**src/rtl/seq_cla_subtractor.sv**
```systemverilog
// Multi-cycle W-bit subtractor (a + ~b + 1), one DWL-bit carry-lookahead chunk per clock,
// LSB chunk first, with valid/ready handshakes on operand and result sides.
module seq_cla_subtractor #(
    parameter int DWL    = 4,
    parameter int NCHUNK = 4,
    localparam int W     = DWL * NCHUNK,
    localparam int IDXW  = (NCHUNK > 1) ? $clog2(NCHUNK) : 1
) (
    input  logic         clk,
    input  logic         rst,
    input  logic         in_valid,
    output logic         in_ready,
    input  logic [W-1:0] a,
    input  logic [W-1:0] b,
    output logic         out_valid,
    input  logic         out_ready,
    output logic [W-1:0] diff,
    output logic         borrow,
    output logic         ovf,
    output logic         zero
);

    localparam logic [1:0] ST_IDLE = 2'd0;
    localparam logic [1:0] ST_BUSY = 2'd1;
    localparam logic [1:0] ST_DONE = 2'd2;

    logic [1:0]      state_r;
    logic [IDXW-1:0] idx_r;
    logic            carry_r;
    logic [W-1:0]    a_r;
    logic [W-1:0]    b_r;
    logic [W-1:0]    diff_r;
    logic            borrow_r;
    logic            ovf_r;
    logic            zero_r;

    int              base_s;
    logic [DWL-1:0]  p_s;
    logic [DWL-1:0]  g_s;
    logic [DWL:0]    c_s;
    logic [DWL-1:0]  sum_s;
    logic [W-1:0]    new_diff_s;
    logic            last_s;

    // Select the current chunk and form propagate/generate against the inverted subtrahend.
    always_comb begin
        base_s = int'(idx_r) * DWL;
        p_s    = a_r[base_s +: DWL] ^ ~b_r[base_s +: DWL];
        g_s    = a_r[base_s +: DWL] & ~b_r[base_s +: DWL];
        last_s = (idx_r == IDXW'(NCHUNK - 1));
    end

    // Lookahead carries: each c[i+1] is a flat sum of G_j & P_(j+1..i) terms plus P_(0..i) & c_in.
    always_comb begin : lookahead
        logic term;
        logic acc;
        term   = 1'b0;
        acc    = 1'b0;
        c_s    = '0;
        c_s[0] = carry_r;
        for (int i = 0; i < DWL; i++) begin
            term = carry_r;
            for (int k = 0; k <= i; k++) begin
                term = term & p_s[k];
            end
            acc = term;
            for (int j = 0; j <= i; j++) begin
                term = g_s[j];
                for (int k = j + 1; k <= i; k++) begin
                    term = term & p_s[k];
                end
                acc = acc | term;
            end
            c_s[i+1] = acc;
        end
    end

    // Merge this chunk's sum into the running result.
    always_comb begin
        sum_s                    = p_s ^ c_s[DWL-1:0];
        new_diff_s               = diff_r;
        new_diff_s[base_s +: DWL] = sum_s;
    end

    // Control FSM and datapath registers.
    always_ff @(posedge clk or posedge rst) begin
        if (rst) begin
            state_r  <= ST_IDLE;
            idx_r    <= '0;
            carry_r  <= 1'b1;
            a_r      <= '0;
            b_r      <= '0;
            diff_r   <= '0;
            borrow_r <= 1'b0;
            ovf_r    <= 1'b0;
            zero_r   <= 1'b0;
        end else begin
            case (state_r)
                ST_IDLE: begin
                    if (in_valid) begin
                        a_r     <= a;
                        b_r     <= b;
                        idx_r   <= '0;
                        carry_r <= 1'b1;
                        state_r <= ST_BUSY;
                    end
                end
                ST_BUSY: begin
                    diff_r  <= new_diff_s;
                    carry_r <= c_s[DWL];
                    idx_r   <= idx_r + 1'b1;
                    if (last_s) begin
                        borrow_r <= ~c_s[DWL];
                        ovf_r    <= (a_r[W-1] != b_r[W-1]) && (new_diff_s[W-1] != a_r[W-1]);
                        zero_r   <= (new_diff_s == '0);
                        state_r  <= ST_DONE;
                    end
                end
                ST_DONE: begin
                    if (out_ready) begin
                        state_r <= ST_IDLE;
                    end
                end
                default: begin
                    state_r <= ST_IDLE;
                end
            endcase
        end
    end

    // Gating with rst keeps in_ready low for the whole reset window.
    assign in_ready  = (state_r == ST_IDLE) && !rst;
    assign out_valid = (state_r == ST_DONE);
    assign diff      = diff_r;
    assign borrow    = borrow_r;
    assign ovf       = ovf_r;
    assign zero      = zero_r;

endmodule

```
**config.mk**
```make
export PLATFORM = sky130hd
export DESIGN_NAME = seq_cla_subtractor
export DESIGN_NICKNAME = d
export VERILOG_FILES = /design/src/rtl/seq_cla_subtractor.sv
export SDC_FILE = /design/constraint.sdc
export NUM_CORES = 1
export LEC_CHECK = 0
export ABC_AREA = 1
export BUFFER_PORTS_ARGS = -buffer_cell sky130_fd_sc_hd__buf_2
export CORE_MARGIN = 2
export CORE_UTILIZATION = 59
export DETAILED_ROUTE_END_ITERATION = 16
export GPL_TIMING_DRIVEN = 0
export PLACE_DENSITY = 0.9
export RECOVER_POWER = 100
export SLEW_MARGIN = 20
export SYNTH_ARGS = -nofsm -noshare
export SYNTH_HDL_FRONTEND = slang
export SYNTH_SLANG_ARGS = --single-unit
export TNS_END_PERCENT = 10
```
**constraint.sdc**
```tcl
create_clock -name clk -period 4.6 [get_ports clk]
set_clock_uncertainty 0.15 [all_clocks]
set_input_delay 0.92 -clock clk [delete_from_list [all_inputs] [get_ports clk]]
set_output_delay 0.92 -clock clk [all_outputs]
set_load 0.005 [all_outputs]
```
== Yosys cells after proc, flatten, opt, wreduce, memory -nomap -nowiden ==
Cells that the tools add are included.

* $add $sub $neg: 2
* Eq/ne operators: 8
* Shift operators: 4
* Mux-type cells: 9
* Bitwise operators: 25
* Reductions and logical operators: 10

{| class="wikitable"
|+ Operators with widths
! operator !! count
|-
| 4-bit negator with 33-bit output || 1
|-
| 4-bit by 33-bit variable shift with 16-bit output (first input constant) || 1
|-
| 4-bit by 33-bit indexed part select with 16-bit output || 1
|-
| 16-bit by 5-bit indexed part select with 4-bit output || 2
|-
| 16-bit bitwise mux || 1
|-
| 16-bit logical NOT || 1
|-
| 1-bit bitwise AND || 10
|-
| 1-bit bitwise OR || 10
|-
| 2-bit two-way mux || 4
|-
| 4-bit bitwise XOR || 2
|-
| 2-bit one-hot mux with 3 select lines || 1
|-
| 2-bit AND reduction || 3
|-
| 4-bit bitwise AND || 1
|-
| 2-bit == test (second input constant) || 2
|-
| 2-bit != test (second input constant) || 2
|-
| 4-bit NOT || 1
|-
| 2-bit one-hot mux with 2 select lines || 1
|-
| 3-bit AND reduction || 1
|-
| 2-bit by 1-bit adder with 2-bit output (second input constant) || 1
|-
| 2-bit by 1-bit == test with 1-bit output (second input constant) || 1
|-
| 1-bit logical AND || 2
|-
| 2-bit logical NOT || 1
|-
| 1-bit != test || 2
|-
| 2-bit by 1-bit != test with 1-bit output (second input constant) || 1
|-
| other kinds (5) || 5
|}

* Flip-flop bits (word level): 56
* Bits of input ports: 36
* Output and inout port bits: 21
* Word-level logic and storage cells: 67

== Depth between registers and ports, before layout ==
Gate-level depths: netlist (run 1).

* Depth after elaboration: 14
* Gate-level depth with buffers: 19
* Gate-level depth less buffers: 18

== Worst setup path before layout (run 1) ==
OpenSTA, ideal clock, no wires.

* Path type: flip-flop to flip-flop
* Start point: register idx_r[0]
* End point: register ovf_r (netlist: ovf)
* Setup time: 0.116 ns
* Data arrival time: 2.387 ns
* Required time: 4.334 ns
* Path slack: 1.946 ns
* Stages on the path, launching flop included: 19
* Path buffers: 2
* Period minus slack after synthesis: 2.654 ns
* Path through: dfrtp_1 buf_4 clkbuf_1 o21ai_0 o22ai_1 ha_1 ha_1 nand2_1 nand3_2 nand2_4 nand3_4 nand2_4 nor2_4 nand3b_4 nand2_2 nand2_1 nand2_1 nand2_1 nand2_1

* Longest elaborated chain between the ends: 14
* Elaborated cells between the ends (all ways): 26
* Those cells by class: 1 x add/sub; 2 x eq/ne; 4 x shift; 1 x mux; 16 x bitwise; 2 x reduce/logical

{| class="wikitable"
|+ RTL lines
! what !! RTL line !! source
|-
| from (decl) || 28 || <nowiki>logic [IDXW-1:0] idx_r;</nowiki>
|-
| from (signal assigned) || 111 || <nowiki>idx_r <= idx_r + 1'b1;</nowiki>
|-
| 16-bit by 5-bit indexed part select with 4-bit output || 48, 49 ||
|-
| 4-bit NOT || 48, 49 ||
|-
| 4-bit bitwise XOR || 48 || <nowiki>p_s = a_r[base_s +: DWL] ^ ~b_r[base_s +: DWL];</nowiki>
|-
| 1-bit bitwise AND (3 in a row) || 64 || <nowiki>term = term & p_s[k];</nowiki>
|-
| 1-bit bitwise OR (3 in a row) || 72 || <nowiki>acc = acc | term;</nowiki>
|-
| 4-bit bitwise XOR || 80 || <nowiki>sum_s = p_s ^ c_s[DWL-1:0];</nowiki>
|-
| 4-bit by 33-bit indexed part select with 16-bit output || 82 || <nowiki>new_diff_s[base_s +: DWL] = sum_s;</nowiki>
|-
| 16-bit bitwise mux || 82 ||
|-
| 1-bit != test || 114 || <nowiki>ovf_r <= (a_r[W-1] != b_r[W-1]) && (new_diff_s[W-1] != a_r[W-1]);</nowiki>
|-
| 1-bit logical AND || 114 ||
|-
| to (signal assigned) || 114 ||
|-
| to (decl) || 34 || <nowiki>logic ovf_r;</nowiki>
|}

Parallel ways exist; a longest one is shown, timed or not.
A chain may end at the register's enable or synchronous reset.

== Worst setup path in the final report (run 1) ==
* Start point: register idx_r[0]
* End point: register zero_r (netlist: zero)

* Longest elaborated chain between the ends: 13
* Elaborated cells between the ends (all ways): 25
* Those cells by class: 1 x add/sub; 1 x eq/ne; 4 x shift; 1 x mux; 16 x bitwise; 2 x reduce/logical

{| class="wikitable"
|+ RTL lines
! what !! RTL line !! source
|-
| 16-bit by 5-bit indexed part select with 4-bit output || 48, 49 ||
|-
| 4-bit NOT || 48, 49 ||
|-
| 4-bit bitwise XOR || 48 ||
|-
| 1-bit bitwise AND (3 in a row) || 64 ||
|-
| 1-bit bitwise OR (3 in a row) || 72 ||
|-
| 4-bit bitwise XOR || 80 ||
|-
| 4-bit by 33-bit indexed part select with 16-bit output || 82 ||
|-
| 16-bit bitwise mux || 82 ||
|-
| 16-bit logical NOT || 115 || <nowiki>zero_r <= (new_diff_s == '0);</nowiki>
|-
| to (signal assigned) || 115 ||
|-
| to (decl) || 35 || <nowiki>logic zero_r;</nowiki>
|}

Parallel ways exist; a longest one is shown, timed or not.

==> results of run 1 <==
-- cell type report --
class                      count  area, µm²
clock inverter                 3       22.5
fill                         419       1450
buffer                        14       57.6
multi-input combinational    289       1340
inverter                      35        131
tap                           67       83.8
sequential                    56       1400
clock buffer                   5       68.8
timing repair buffer          57        265
-- synth_stat cells, types with 2 or more instances --
| cell | number | share of area (%) |
|---|---|---|
| o22ai_1 | 7 | 1.5 |
| a31oi_1 | 4 | 0.84 |
| o21ai_0 | 36 | 6.0 |
| dfrtp_1 | 55 | 46 |
| inv_1 | 31 | 3.9 |
| nand4_1 | 4 | 0.84 |
| nand2_2 | 3 | 0.63 |
| nand3_1 | 13 | 2.2 |
| ha_1 | 11 | 4.6 |
| a21oi_1 | 5 | 0.84 |
| nor2_1 | 38 | 4.8 |
| nand2_4 | 2 | 0.75 |
| inv_2 | 3 | 0.38 |
| nand2_1 | 155 | 19 |
| clkbuf_1 | 4 | 0.50 |
| buf_2 | 8 | 1.3 |
-- worst register-to-register path, cell delays in order, from the launching register on --
cell and delay, ns:
dfrtp_1 0.45, clkbuf_1 0.40, clkbuf_1 0.39, o21ai_0 0.19
a21oi_1 0.34, ha_1 0.31, ha_1 0.20, nand2_1 0.10
nand3_2 0.08, nand2_1 0.13, nand3_1 0.19, nand2_4 0.11
nor2_1 0.06, nand3b_1 0.14, nand2_2 0.07, nor2_1 0.08
nand3_1 0.09, nand2_1 0.07
-- registers in the layout, summed over array words and instances (netlist names) --
register and count:
zero 1, ovf 1, state_r 2, idx_r 2
diff 16, a_r 16, borrow 1, carry_r 1
b_r 16
-- where the power goes --
| part | switching (W) | internal [W] |
|---|---|---|
| clock network | 0.000164 | 0.000109 |
| registers | 0.000144 | 0.000715 |
| logic | 0.000991 | 0.000524 |
-- per-stage QoR --
step | instance area, µm² | power (W)
floorplan | 2990 | 0.00208
global placement | 3350 | 0.00242
detailed placement | 3370 | 0.00251
CTS | 3460 | 0.00278
global route | 3370 | 0.00294
finish | 3370 | 0.00265
-- layer usage --
layer / GRT usage [%] / vias up / share of wire, %
li1: - / 1372 / -
met1: 31.3 / 1267 / 43
met2: 44.3 / 92 / 49
met3: 4.69 / 22 / 5.0
met4: 13.8 / 0 / 2.9
met5: 0 / - / 0
-- cells by family (layout without fill, tap and decap cells) --
kind of cell             count (synthesis)  count (layout)
adder cells (fa/ha/maj)                 12              12
flip-flops                              56              56
AO/OA/AOI/OAI                           55              55
AND/OR/NAND/NOR                        222             222
buffers and inverters                   49             114
-- worst max path at each step --
stage	from	endpoint	slack, ns	cells after the start
global route	idx_r[0]	zero	0.70	17
finish	idx_r[0]	zero	1.02	17
detailed placement	idx_r[0]	zero	1.41	15
floorplan	idx_r[0]	ovf	1.95	18
CTS	idx_r[0]	zero	1.38	15
global placement	idx_r[0]	zero	1.51	15
==> flow_summary_export.csv, run 1 <==
group,metric,value,unit
status,status,"finished with violations",
status,failed_checks,"capacitance limit, slew limit",
clocking,hold_buffers,0,
placement,dp_cells,518,
clocking,post_cts_resized,0,
cells_and_area,finalNetCount,506,
grt,antenna_found_initial,0,
clocking,clk-insertion-delay-late,0.31,ns
clocking,htree_levels,2,
floorplanning,start_util,62.0,%
setup_path,cp-end-kind,"flop",
floorplanning,die_w,75.2,µm
clocking,cts_buffers,5,
setup_path,regToRegEndpoint,"zero",
setup_path,crit_type,"reg2reg",
setup_path,reg2reg_depth,17,
cells_and_area,mostFrequentLayoutCell,"nand2_1",
sta,slew_viol_final,34,
routing,vias,2753,
routing,viasPerCell,5.23,
synthesis,synth.yosys.seq_area_share,46.9,%
pwr,vdd_drop_max,417,µV
routing,wire_per_inst,12.7,µm
synthesis,ys_types,31,
sta,rsz0062_at_grt,"no",
cells_and_area,antennaDiodeCount,0,
routing,route.detailed.drc,0,
sta,slew_headroom,-12.8,%
grt,grt_max_degree,34,
synthesis,synth_mux_area_share,0,%
setup_path,crit_path_frequent_cell,"nand2_1",
synthesis,synth-edff-count,0,
floorplanning,fp-row-count,25,
grt,track_usage,26.0,%
cells_and_area,syn2layout_area_growth,12.9,%
grt,grt_pass1_wl,11.1,mm
synthesis,synth-simple-area-share,31.2,%
sta,period_minus_slack,3.58,ns
min_path,min_path_cells,2,
synthesis,synth_top_flop_cell,"dfrtp_1",
run,cap_viol_max_count,1,
setup_path,reg2reg_from,"idx_r[0]",
cells_and_area,layout_common_cells,"nand2_1, dfrtp_1, buf_2, nor2_1, o21ai_0",
synthesis,syn-num-nets,442,
grt,grt_pass1_vias,2638,
pwr,leakage,1.80,nW
setup_path,crit_path_cell_trace,"clkbuf_1, clkbuf_1, o21ai_0, a21oi_1, ha_1, ha_1, nand2_1, nand3_2, nand2_1, nand3_1, nand2_4, nor2_1, nand3b_1, nand2_2, nor2_1, nand3_1, nand2_1",
clocking,clockBufferDepth,2,
placement,pre_cts_ws,1.41,ns
synthesis,synth_cells,394,
routing,wl,6.68,mm
min_path,hold_end,"ovf",
sta,hold_viol,0,
synthesis,mappedNetlistArea,0.00299,mm²
placement,port_buffers,56,
synthesis,async_flop_share,100,%
sta,fin_ws,1.02,ns
setup_path,crit_path_start_kind,"flop",
sta,fin_crit_sh,77.9,%
placement,routabilityCongestion,0.896,
setup_path,cp_slowest_stage_delay,0.45,ns
synthesis,synth_compound_area_share,9.92,%
setup_path,rrSetupSlack,1.02,ns
sta,holdWs,0.336,ns
min_path,holdCritPathClass,"reg2reg",
floorplanning,dieHeight,75.2,µm
routing,drt_iter0_drc,187,
cells_and_area,stdcell_count,526,
pwr,p_per_area,785,mW/mm²
sta,setup_violations,0,
routing,ant_nets,0,
setup_path,arrival,3.69,ns
clocking,clock_sink_count,56,
cells_and_area,fin_util,70.0,%
grt,grt_overflow_total,0,
synthesis,synth_fa_ha_area_share,5.28,%
floorplanning,core,0.00482,mm²
setup_path,required,4.71,ns
sta,finalSetupTns,0,ns
synthesis,ys_seq_elements,56,
setup_path,path_buf_inv,2,
routing,dr.pass1.iters,4,
setup_path,cp_slowest_cell,"dfrtp_1",
floorplanning,io_pins,57,
floorplanning,die_area,0.00565,mm²
cells_and_area,drive_gt1_share,12.9,%
setup_path,critical_path.top_delay_family,"simple AND/OR/NAND/NOR gates",
clocking,cts_root_buf,"clkbuf_8",
synthesis,synth_top_family_by_area,"simple AND/OR/NAND/NOR gates",
synthesis,avgSynthCellArea,7.58,µm²
sta,worst_pin_slew,1.69,ns
synthesis,yosysWarnings,0,
setup_path,cp_max_fo,10,
min_path,hp-start,"ovf",
synthesis,yosys.area_share.xor_xnor,0,%
sta,fmax,279,MHz
clocking,cts_setup_buffers,0,
clocking,clk_pin_slew,0.10,ns
clocking,cts_tree,"built",
placement,hpwl,5.11,mm
No activity file was read; power rests on OpenSTA's default activity.
==> inputs of run 2 (changes only) <==
- ABC_AREA: 1 -> 0
- CORE_UTILIZATION: 59 -> 55
- PLACE_DENSITY: 0.9 -> 0.86
- clock period: 4.6 -> 3.5 ns (I/O delays scaled with it)
==> run 2 against run 1 <==
  * The run still ends with capacitance limit, slew limit left
  * Cell area fell by 3.9%
  * Sequential power rose by 31%
  * Hold slack improved by 0.016 ns
  * Highest routed layer unchanged
  * Register-to-register slack got worse by 0.80 ns
  * Total power rose by 33%
==> flow_summary_export.csv, run 2 <==
group,metric,value,unit
sta,finalSetupTns,0,ns
floorplanning,core,0.00504,mm²
clocking,clock_sink_count,56,
pwr,seqPwrFrac,32.2,%
cells_and_area,drive_gt1_share,34.3,%
routing,dr.pass1.iters,4,
routing,viasPerCell,5.58,
synthesis,ys_seq_elements,56,
pwr,swShare,41.5,%
synthesis,synth_area_leader_cell,"dfrtp_1",
clocking,post_cts_resized,0,
cells_and_area,syn2layout_area_growth,14.8,%
placement,port_buffers,56,
sta,fin_crit_sh,93.9,%
clocking,cts_setup_buffers,0,
pwr,internal_power,0.00206,W
status,status,"finished with violations",
synthesis,synth_cells,222,
sta,slew_headroom,-38.3,%
synthesis,synth-edff-count,0,
routing,drt_iter0_drc,114,
cells_and_area,mostFrequentLayoutCell,"dfrtp_1",
placement,hpwl,4.09,mm
sta,fmax,304,MHz
clocking,hold_buffers,0,
run,cap_viol_max_count,1,
synthesis,syn-num-nets,270,
grt,grt_max_degree,57,
floorplanning,die_w,75.7,µm
sta,rsz0062_at_grt,"no",
sta,period_minus_slack,3.29,ns
clocking,cts_tree,"built",
pwr,comb_power_share,57.8,%
sta,hold_viol,0,
setup_path,cp_max_fo,10,
clocking,clk_pin_slew,0.10,ns
cells_and_area,antennaDiodeCount,0,
synthesis,synth_area_leaders,"dfrtp_1, mux2_2, mux4_2",
setup_path,crit_type,"reg2reg",
sta,worst_pin_slew,2.07,ns
setup_path,rrSetupSlack,0.21,ns
floorplanning,io_pins,57,
setup_path,arrival,3.38,ns
routing,wl,5.47,mm
floorplanning,die_area,0.00572,mm²
synthesis,mappedNetlistArea,0.00282,mm²
clocking,cts_root_buf,"clkbuf_8",
setup_path,cp_slowest_cell,"mux4_2",
clocking,clk-insertion-delay-late,0.31,ns
pwr,p_per_area,1080,mW/mm²
synthesis,synth_common_cells,"dfrtp_1, mux2_2, nand2_1",
setup_path,crit_path_cell_trace,"buf_4, mux4_2, ha_1, ha_1, o211a_2, or3_1, a31oi_4, a31oi_1, a21oi_2",
floorplanning,start_util,56.0,%
status,failed_checks,"capacitance limit, slew limit",
synthesis,async_flop_share,100,%
synthesis,synth.top_cell.area_share,48.7,%
setup_path,cp_slowest_stage_delay,0.57,ns
routing,ant_nets,0,
setup_path,crit_path_start_kind,"flop",
cells_and_area,fin_util,64.3,%
placement,routabilityCongestion,0.886,
setup_path,required,3.59,ns
grt,track_usage,21.3,%
grt,grt_overflow_total,0,
synthesis,yosysWarnings,0,
pwr,vdd_drop_max,632,µV
clocking,clockBufferDepth,2,
pwr,leakage,1.47,nW
synthesis,avgSynthCellArea,12.7,µm²
grt,grt_pass1_vias,1921,
grt,grt_pass1_wl,9.03,mm
grt,antenna_found_initial,0,
setup_path,cp-end-kind,"flop",
synthesis,ys_types,47,
clocking,cts_buffers,5,
sta,slew_viol_final,57,
sta,setup_violations,0,
floorplanning,fp-row-count,26,
clocking,htree_levels,2,
pwr,p_clk_share,9.9,%
routing,route.detailed.drc,0,
cells_and_area,finalNetCount,333,
routing,vias,1987,
cells_and_area,layout_common_cells,"dfrtp_1, buf_2, mux2_2, clkbuf_1, nand2_1",
synthesis,synth.yosys.seq_area_share,49.7,%
cells_and_area,stdcell_area,0.00324,mm²
synthesis,synth_top_flop_cell,"dfrtp_1",
synthesis,synth.most_common_cell,"dfrtp_1",
setup_path,crit_path_frequent_cell,"ha_1",
pwr,switching_power,0.00146,W
routing,wire_per_inst,15.4,µm
placement,placed_area,0.00319,mm²
floorplanning,dieHeight,75.7,µm
min_path,holdCritPathClass,"reg2reg",
## run 2: cell count changes after synthesis, sizes merged, moves of 5 or more
cell / delta
nand3: -15
mux4: +8
a22o: +11
inv: -25
nor2b: +6
nand2: -145
mux2: +32
o21ai: -27
nor3: +5
o22ai: -6
nor2: -32
## run 2: cell families (layout without fill, tap and decap cells)
family	count (synthesis)	count (layout)	share of synthesized area (%)
compound gates	40	40	11.1
xor+xnor	4	4	1.24
fa+ha+maj	12	12	5.58
buf+inv	18	82	2.97
flops	56	56	49.7
mux	40	40	19.3
simple gates	52	52	10.2
## run 2: path summary, 6_finish.rpt
kind / to / start / depth (start not counted)
max: ovf / idx_r[0] / 9
min: zero / zero / 2
max reg2reg: ovf / idx_r[0] / 9
min reg2reg: zero / zero / 2
max in group asynchronous: b_r[4] / rst / 2
min in group asynchronous: a_r[15] / rst / 2
## run 2: stage by stage
step                      setup WS (ns)  hold slack, ns  power, W  instances
after floorplan                   0.535           0.322   0.00276        222
after global placement            0.335           0.324   0.00317        348
after detailed placement          0.304           0.328   0.00326        348
after CTS                         0.263           0.349   0.00361        356
after global routing             0.0742           0.384   0.00382        356
final                             0.214           0.352   0.00351        356
## run 2: critical path: cells and delay by family (launching register included)
family	cells	cell delay (ns)
compound gates	4	0.76
fa+ha+maj	2	0.52
buf+inv	1	0.29
flops	1	0.52
mux	1	0.57
simple gates	1	0.42
## run 2: power groups by stage
stage | registers, W | logic [W] | clock network (W)
2_1_floorplan | 0.00110 | 0.00166 | 0
3_3_place_gp | 0.00113 | 0.00204 | 0
3_5_place_dp | 0.00115 | 0.00211 | 0
4_1_cts | 0.00114 | 0.00212 | 0.000356
5_1_grt | 0.00118 | 0.00225 | 0.000390
6_report | 0.00113 | 0.00203 | 0.000349
## run 2: final cells by class
cell class                      count  area, µm²
Buffer                              9       45.0
Clock buffer                        5       68.8
Clock inverter                      3       18.8
Fill cell                         409       1800
Inverter                            9       33.8
Multi-Input combinational cell    148       1330
Sequential cell                    56       1400
Tap cell                           70       87.6
Timing Repair Buffer               56        260
## run 2: per-layer routing
layer / vias to the layer above / GRT usage (%) / wire, µm
met2: 65 / 34.6 / 2700
met3: 7 / 5.29 / 305
met4: 0 / 6.82 / 84
li1: 938 / - / -
met1: 977 / 28.3 / 2380
met5: - / 0 / 0
